File: config.mk
export PLATFORM = sky130hd
export DESIGN_NAME = pipelined_csel_adder
export DESIGN_NICKNAME = d
export VERILOG_FILES = /design/src/rtl/pipelined_csel_adder.sv
export SDC_FILE = /design/constraint.sdc
export NUM_CORES = 1
export LEC_CHECK = 0
export CORE_MARGIN = 2
export CORE_UTILIZATION = 55
export DETAILED_ROUTE_END_ITERATION = 12
export GPL_TIMING_DRIVEN = 1
export PLACE_DENSITY = 0.84
export SLEW_MARGIN = 15
export SYNTH_ARGS = -nofsm -noshare
export SYNTH_HDL_FRONTEND = slang
export SYNTH_SLANG_ARGS = --single-unit
File: constraint.sdc
create_clock -name clk -period 7.1 [get_ports clk]
set_input_delay 0.71 -clock clk [delete_from_list [all_inputs] [get_ports clk]]
set_output_delay 0.71 -clock clk [all_outputs]
set_load 0.01 [all_outputs]
File: src/rtl/pipelined_csel_adder.sv
// pipelined_csel_adder
// Two-stage pipelined carry-select adder/subtractor with valid/ready on both
// sides. Stage 1 forms speculative per-block ripple sums (carry-in 0 and 1).
// Stage 2 resolves the block-select chain and registers the result.
//
// Ports:
//   clk        rising-edge clock
//   rst_n      synchronous active-low reset
//   in_valid   operands present
//   in_ready   block accepts operands this cycle
//   a, b       operands (WIDTH bits)
//   c_in       carry in (ignored when sub=1)
//   sub        0: a+b+c_in, 1: a-b
//   out_valid  result present
//   out_ready  consumer accepts result
//   sum        result (WIDTH bits, modulo 2^WIDTH)
//   c_out      carry out of MSB (subtract: 1 = no borrow)
//   ovf        two's-complement signed overflow
module pipelined_csel_adder #(
    parameter int WIDTH = 32'sd16,
    parameter int BLK   = 32'sd4
) (
    input  logic             clk,
    input  logic             rst_n,
    input  logic             in_valid,
    output logic             in_ready,
    input  logic [WIDTH-1:0] a,
    input  logic [WIDTH-1:0] b,
    input  logic             c_in,
    input  logic             sub,
    output logic             out_valid,
    input  logic             out_ready,
    output logic [WIDTH-1:0] sum,
    output logic             c_out,
    output logic             ovf
);

    localparam int NBLK = WIDTH / BLK;

    // BLK-bit ripple adder; returns {carry_out, sum}.
    function automatic logic [BLK:0] ripple_add(
        input logic [BLK-1:0] x,
        input logic [BLK-1:0] y,
        input logic           ci
    );
        logic [BLK-1:0] s;
        logic           c;
        s = '0;
        c = ci;
        for (int i = 0; i < BLK; i++) begin
            s[i] = x[i] ^ y[i] ^ c;
            c    = (x[i] & y[i]) | (c & (x[i] ^ y[i]));
        end
        return {c, s};
    endfunction

    logic [WIDTH-1:0]           bb_s;
    logic                       cin0_s;
    logic [NBLK-1:0][BLK-1:0]   p_sum0_s;
    logic [NBLK-1:0][BLK-1:0]   p_sum1_s;
    logic [NBLK-1:0]            p_c0_s;
    logic [NBLK-1:0]            p_c1_s;

    logic                       adv1_s;
    logic                       adv2_s;
    logic                       accept_s;

    logic                       s1_valid_r;
    logic [NBLK-1:0][BLK-1:0]   s1_sum0_r;
    logic [NBLK-1:0][BLK-1:0]   s1_sum1_r;
    logic [NBLK-1:0]            s1_c0_r;
    logic [NBLK-1:0]            s1_c1_r;
    logic                       s1_a_msb_r;
    logic                       s1_bb_msb_r;

    logic [WIDTH-1:0]           res_sum_s;
    logic                       res_c_s;
    logic                       res_ovf_s;

    logic                       s2_valid_r;
    logic [WIDTH-1:0]           sum_r;
    logic                       c_out_r;
    logic                       ovf_r;

    // Pipeline advance: a stage may load when it is empty or its successor moves.
    assign adv2_s   = ~s2_valid_r | out_ready;
    assign adv1_s   = ~s1_valid_r | adv2_s;
    assign in_ready = rst_n & adv1_s;
    assign accept_s = in_valid & in_ready;

    // Operand prep and speculative per-block sums. Block 0 sees the real
    // carry-in on both branches, so its pair is identical and either select
    // yields the correct block-0 result.
    always_comb begin
        bb_s     = sub ? ~b : b;
        cin0_s   = sub ? 1'b1 : c_in;
        p_sum0_s = '0;
        p_sum1_s = '0;
        p_c0_s   = '0;
        p_c1_s   = '0;
        for (int k = 0; k < NBLK; k++) begin
            {p_c0_s[k], p_sum0_s[k]} = ripple_add(a[k*BLK +: BLK], bb_s[k*BLK +: BLK],
                                                  (k == 0) ? cin0_s : 1'b0);
            {p_c1_s[k], p_sum1_s[k]} = ripple_add(a[k*BLK +: BLK], bb_s[k*BLK +: BLK],
                                                  (k == 0) ? cin0_s : 1'b1);
        end
    end

    // Stage 1 registers: valid moves on advance, payload loads only on accept.
    always_ff @(posedge clk) begin
        if (!rst_n) begin
            s1_valid_r  <= 1'b0;
            s1_sum0_r   <= '0;
            s1_sum1_r   <= '0;
            s1_c0_r     <= '0;
            s1_c1_r     <= '0;
            s1_a_msb_r  <= 1'b0;
            s1_bb_msb_r <= 1'b0;
        end else begin
            if (adv1_s) begin
                s1_valid_r <= accept_s;
            end
            if (accept_s) begin
                s1_sum0_r   <= p_sum0_s;
                s1_sum1_r   <= p_sum1_s;
                s1_c0_r     <= p_c0_s;
                s1_c1_r     <= p_c1_s;
                s1_a_msb_r  <= a[WIDTH-1];
                s1_bb_msb_r <= bb_s[WIDTH-1];
            end
        end
    end

    // Carry-select chain: one mux per block, the selected carry picks the next pair.
    always_comb begin
        res_sum_s = '0;
        res_c_s   = 1'b0;
        for (int k = 0; k < NBLK; k++) begin
            if (res_c_s) begin
                res_sum_s[k*BLK +: BLK] = s1_sum1_r[k];
                res_c_s                 = s1_c1_r[k];
            end else begin
                res_sum_s[k*BLK +: BLK] = s1_sum0_r[k];
                res_c_s                 = s1_c0_r[k];
            end
        end
        res_ovf_s = (s1_a_msb_r == s1_bb_msb_r) & (res_sum_s[WIDTH-1] != s1_a_msb_r);
    end

    // Stage 2 / output registers: hold while stalled, load only real results.
    always_ff @(posedge clk) begin
        if (!rst_n) begin
            s2_valid_r <= 1'b0;
            sum_r      <= '0;
            c_out_r    <= 1'b0;
            ovf_r      <= 1'b0;
        end else begin
            if (adv2_s) begin
                s2_valid_r <= s1_valid_r;
            end
            if (adv2_s & s1_valid_r) begin
                sum_r   <= res_sum_s;
                c_out_r <= res_c_s;
                ovf_r   <= res_ovf_s;
            end
        end
    end

    assign out_valid = s2_valid_r;
    assign sum       = sum_r;
    assign c_out     = c_out_r;
    assign ovf       = ovf_r;

endmodule

==> results.txt <==
----------------------------------------------------
[STA]
  Setup TNS ... 0 ns
  Number of failing setup endpoints in the final timing report ... 0
  Clock period minus worst slack ... 3.13 ns
  Achievable clock frequency ... 0.319 GHz
  Count of pins over their slew limit ... 0
  Hold violation count in the final report ... 0
  Clk_skew ... between 0.009 and 0.01 ns
  Share of the cycle needed by the critical path after routing ... between 40 and 50%
  Unrepaired setup endpoints after global routing ... false
  Relative slew slack ... 36.4%
  Least-Margin Pin Slew ... about 0.95 ns
  Worst hold slack ... 0.456 ns

[Route]
  Routed len/inst ... ~14 um
  Via count ... 2,264
  DRC violation count after routing ... 0
  Routed Antenna Nets ... 0
  Drt via density ... 5.20
  WL final ... a little under 6000 um
  Count of TritonRoute iterations in the first routing pass ... 4
  Number of DRC markers after the initial detailed-route iteration ... around 110

[Power and ir drop]
  Part of the power in registers ... a little over two fifths
  Switching share of power ... 27.3%
  Int Power ... between 600 and 700 uW
  Design Power ... between 800 and 900 uW
  Power Density ... 222 mW/mm2
  Proportion of power drawn by the clock network ... 35.4%
  Leakage ... between 0.0015 and 0.002 uW
  Comb pwr share ... between 20% and 30%
  Peak VDD IR ... 0.153 mV
  Net switching power ... between 200 and 250 uW

[Clock tree]
  H-tree lvl count ... 3
  Root buffer selected by CTS ... sky130_fd_sc_hd__clkbuf_8
  TritonCTS Buffers ... 9
  Count of hold-fix buffers inserted at cts ... 0
  Resize count post-CTS ... 0
  Total setup buffers inserted after CTS ... 0
  Maximum number of buffers from clock root to sink ... 2
  Clock edge transition at the registers on the reported setup and hold paths ... 0.06 ns
  Later-pin clock latency in the skew report ... 0.34 ns
  Sink count of the clock tree ... 57
  TritonCTS clock tree ... yes

[Place]
  Area after detailed placement ... roughly 0.0036 mm2
  Final GP Congestion ... roughly 0.8
  Placed wire-length estimate after detailed placement ... slightly below 4000 um
  IO Port Bufs ... 57

[Global routing]
  Global-route wire length before repair ... slightly above 10,000 um
  Global-route usage over all layers ... between 20 and 25%
  Via count of the first global-routing pass ... ~2,300
  Maximum number of pins on one net before global-route repair ... 61
  Number of antenna violations at the first check in global routing ... 0
  Global route overflow ... 0

[Final layout]
  Util after Layout ... 72.6%
  Layout Area Growth over Synthesis ... 25.9%
  Cell area after layout ... 0.00375 mm2
  Nets ... about 430
  Share of cells above drive strength 1 ... under 10%
  Antenna diode count ... 0

[Worst setup path]
  Startpoint type of the worst setup path ... input port
  Critical-path maximum fanout ... 17
  Path type of the worst setup path ... input port to flop
  Critical path endpoint category ... flop
  Critical Path RT ... between 7 and 8 ns
  Crit-path max cell delay ... between 0.4 and 0.5 ns
  Worst endpoint data arrival time ... about 3.4 ns
  Cell type of the slowest stage on the worst timing path ... sky130_fd_sc_hd__clkdlybuf4s50_1
  Cell repeated most along the worst path ... sky130_fd_sc_hd__fa_1
  Worst path cell trace ... clkdlybuf4s50_1, buf_4, xnor2_1, fa_1, fa_1, fa_1, inv_1, fa_1, nand2_1, nand2_1

[Min path]
  Min-Delay Path Class ... flop to flop

[Floorplan]
  Io pins ... 58
  Horizontal extent of the die ... 77.6 um
  Initial core utilization ... 57.6%
  Height of the die ... about 78 um
  Area of the die ... 0.00602 mm2
  Floorplan Core Area ... between 0.005 and 0.006 mm2
  Row cnt ... 26

[Yosys]
  Async SR Flop Fraction ... 0%
  Number of distinct library cells after synthesis ... 25
  Synthesis warning total ... 0
  Main combinational cell family by area after synthesis ... adder cells
  Number of register bits inferred by synthesis ... 57
  Post-Syn Instances ... between 300 and 400
  Most common flop cell mapped by yosys ... sky130_fd_sc_hd__dfxtp_1
  Mapped Nets ... 376
  Cell area after technology mapping ... 0.00298 mm2
  Sequential cell area fraction in the yosys report ... between 30% and 40%
  Synthesized-area fraction occupied by ao, oa, aoi and oai cells ... approximately 11%
  Synthesized area divided by synthesized cell count ... between 9 and 10 um2
  Adder-cell share of the synthesized area ... 17.3%
  Number of flops mapped to enable cells by yosys ... 0
  Mux share of post-synthesis cell area ... under 10%
  Post-Synth Simple-Gate Area ... between 10% and 20%
  Post-synthesis xor/xnor area fraction ... 4.70%

[Outcome]
  Outcome ... finished clean

[Flow run]
  Max-cap viol count ... 0

----------------------------------------------------
[cells by family (layout without fill, tap and decap cells)]
kind of cell / after synthesis / in the layout
compound gates: 42 / 42
simple gates: 96 / 96
buf+inv: 49 / 104
mux: 22 / 22
flops: 57 / 57
fa+ha+maj: 28 / 28
xor+xnor: 16 / 16
[power by group through the flow]
stage / Sequential [uW] / Clock, uW / Combinational, uW
final: 368 / 296 / 171
after global routing: 371 / 314 / 195
after CTS: 367 / 300 / 173
after detailed placement: 374 / 0 / 171
after global placement: 373 / 0 / 166
after floorplan: 372 / 0 / 110
[cells in the final DEF (no fill, tap or decap), drive strengths merged, types with 4 or more instances in the layout]
cell,count
mux2i,22
ha,6
nand3,20
a21boi,4
nand2,63
dfxtp,57
xnor2,7
xor2,9
buf,4
o211a,20
o21ai,9
inv,28
a21oi,7
clkdlybuf4s50,56
fa,22
clkbuf,13
nor2b,7
[cell usage after synthesis, types with 7 or more instances]
master	instances	share of area, %
sky130_fd_sc_hd__fa_1	22	15
sky130_fd_sc_hd__o211a_1	20	6.7
sky130_fd_sc_hd__a21oi_1	7	1.2
sky130_fd_sc_hd__nand2_1	63	7.9
sky130_fd_sc_hd__nor2b_1	7	1.5
sky130_fd_sc_hd__o21ai_0	9	1.5
sky130_fd_sc_hd__inv_1	28	3.5
sky130_fd_sc_hd__mux2i_1	20	6.7
sky130_fd_sc_hd__nand3_1	20	3.4
sky130_fd_sc_hd__dfxtp_1	57	38
sky130_fd_sc_hd__clkbuf_1	13	1.6
sky130_fd_sc_hd__xnor2_1	7	2.1
sky130_fd_sc_hd__xor2_1	9	2.6
[critical path, delay by kind of cell]
family / cells / cell delay [ns]
xor gates and xnor gates: 1 / 0.15
and+or+nand+nor: 2 / 0.12
buffers and inverters: 3 / 0.80
adders and majority gates: 4 / 1.57
[cell type report]
class	instances	area [um2]
repair buffers	60	588
fillers	388	1420
clock buffers	13	149
inverters	28	105
flip-flops and latches	57	1140
clock inverters	3	40.0
well taps	70	87.6
multi-input cells	204	1640
[final timing paths]
path                                               from                   endpoint  slack (ns)  cells after the start
worst max-delay path                                sub  res_sum_s[3]$_SDFFE_PN0P_        3.97                     10
worst min-delay path            s1_c0_r[3]$_SDFFE_PN0P_    s1_c0_r[3]$_SDFFE_PN0P_        0.46                      2
worst max register to register  s1_c0_r[0]$_SDFFE_PN0P_       sum[13]$_SDFFE_PN0P_        5.16                      4
worst min register to register  s1_c0_r[3]$_SDFFE_PN0P_    s1_c0_r[3]$_SDFFE_PN0P_        0.46                      2
[layer usage]
metal	vias to the layer above	track usage [%]	routed length (um)
met3	16	5.12	294
met1	1077	26.1	2650
met5	-	0	0
met2	67	36.6	2870
li1	1104	-	-
met4	0	12.5	118
[stage by stage]
step           worst slack [ns]  std cells
4_1_cts                    3.96        435
2_1_floorplan              3.81        310
6_report                   3.97        435
5_1_grt                    3.82        435
3_3_place_gp               3.66        419
3_5_place_dp               3.60        419
[registers in the layout, indices dropped and copies added (netlist names), 3 cells and up]
register	flops
res_sum_s	4
sum	16
s1_sum0_r	12
s1_c1_r	3
s1_c0_r	4
s1_sum1_r	12
(Power assumes the default switching activity.)
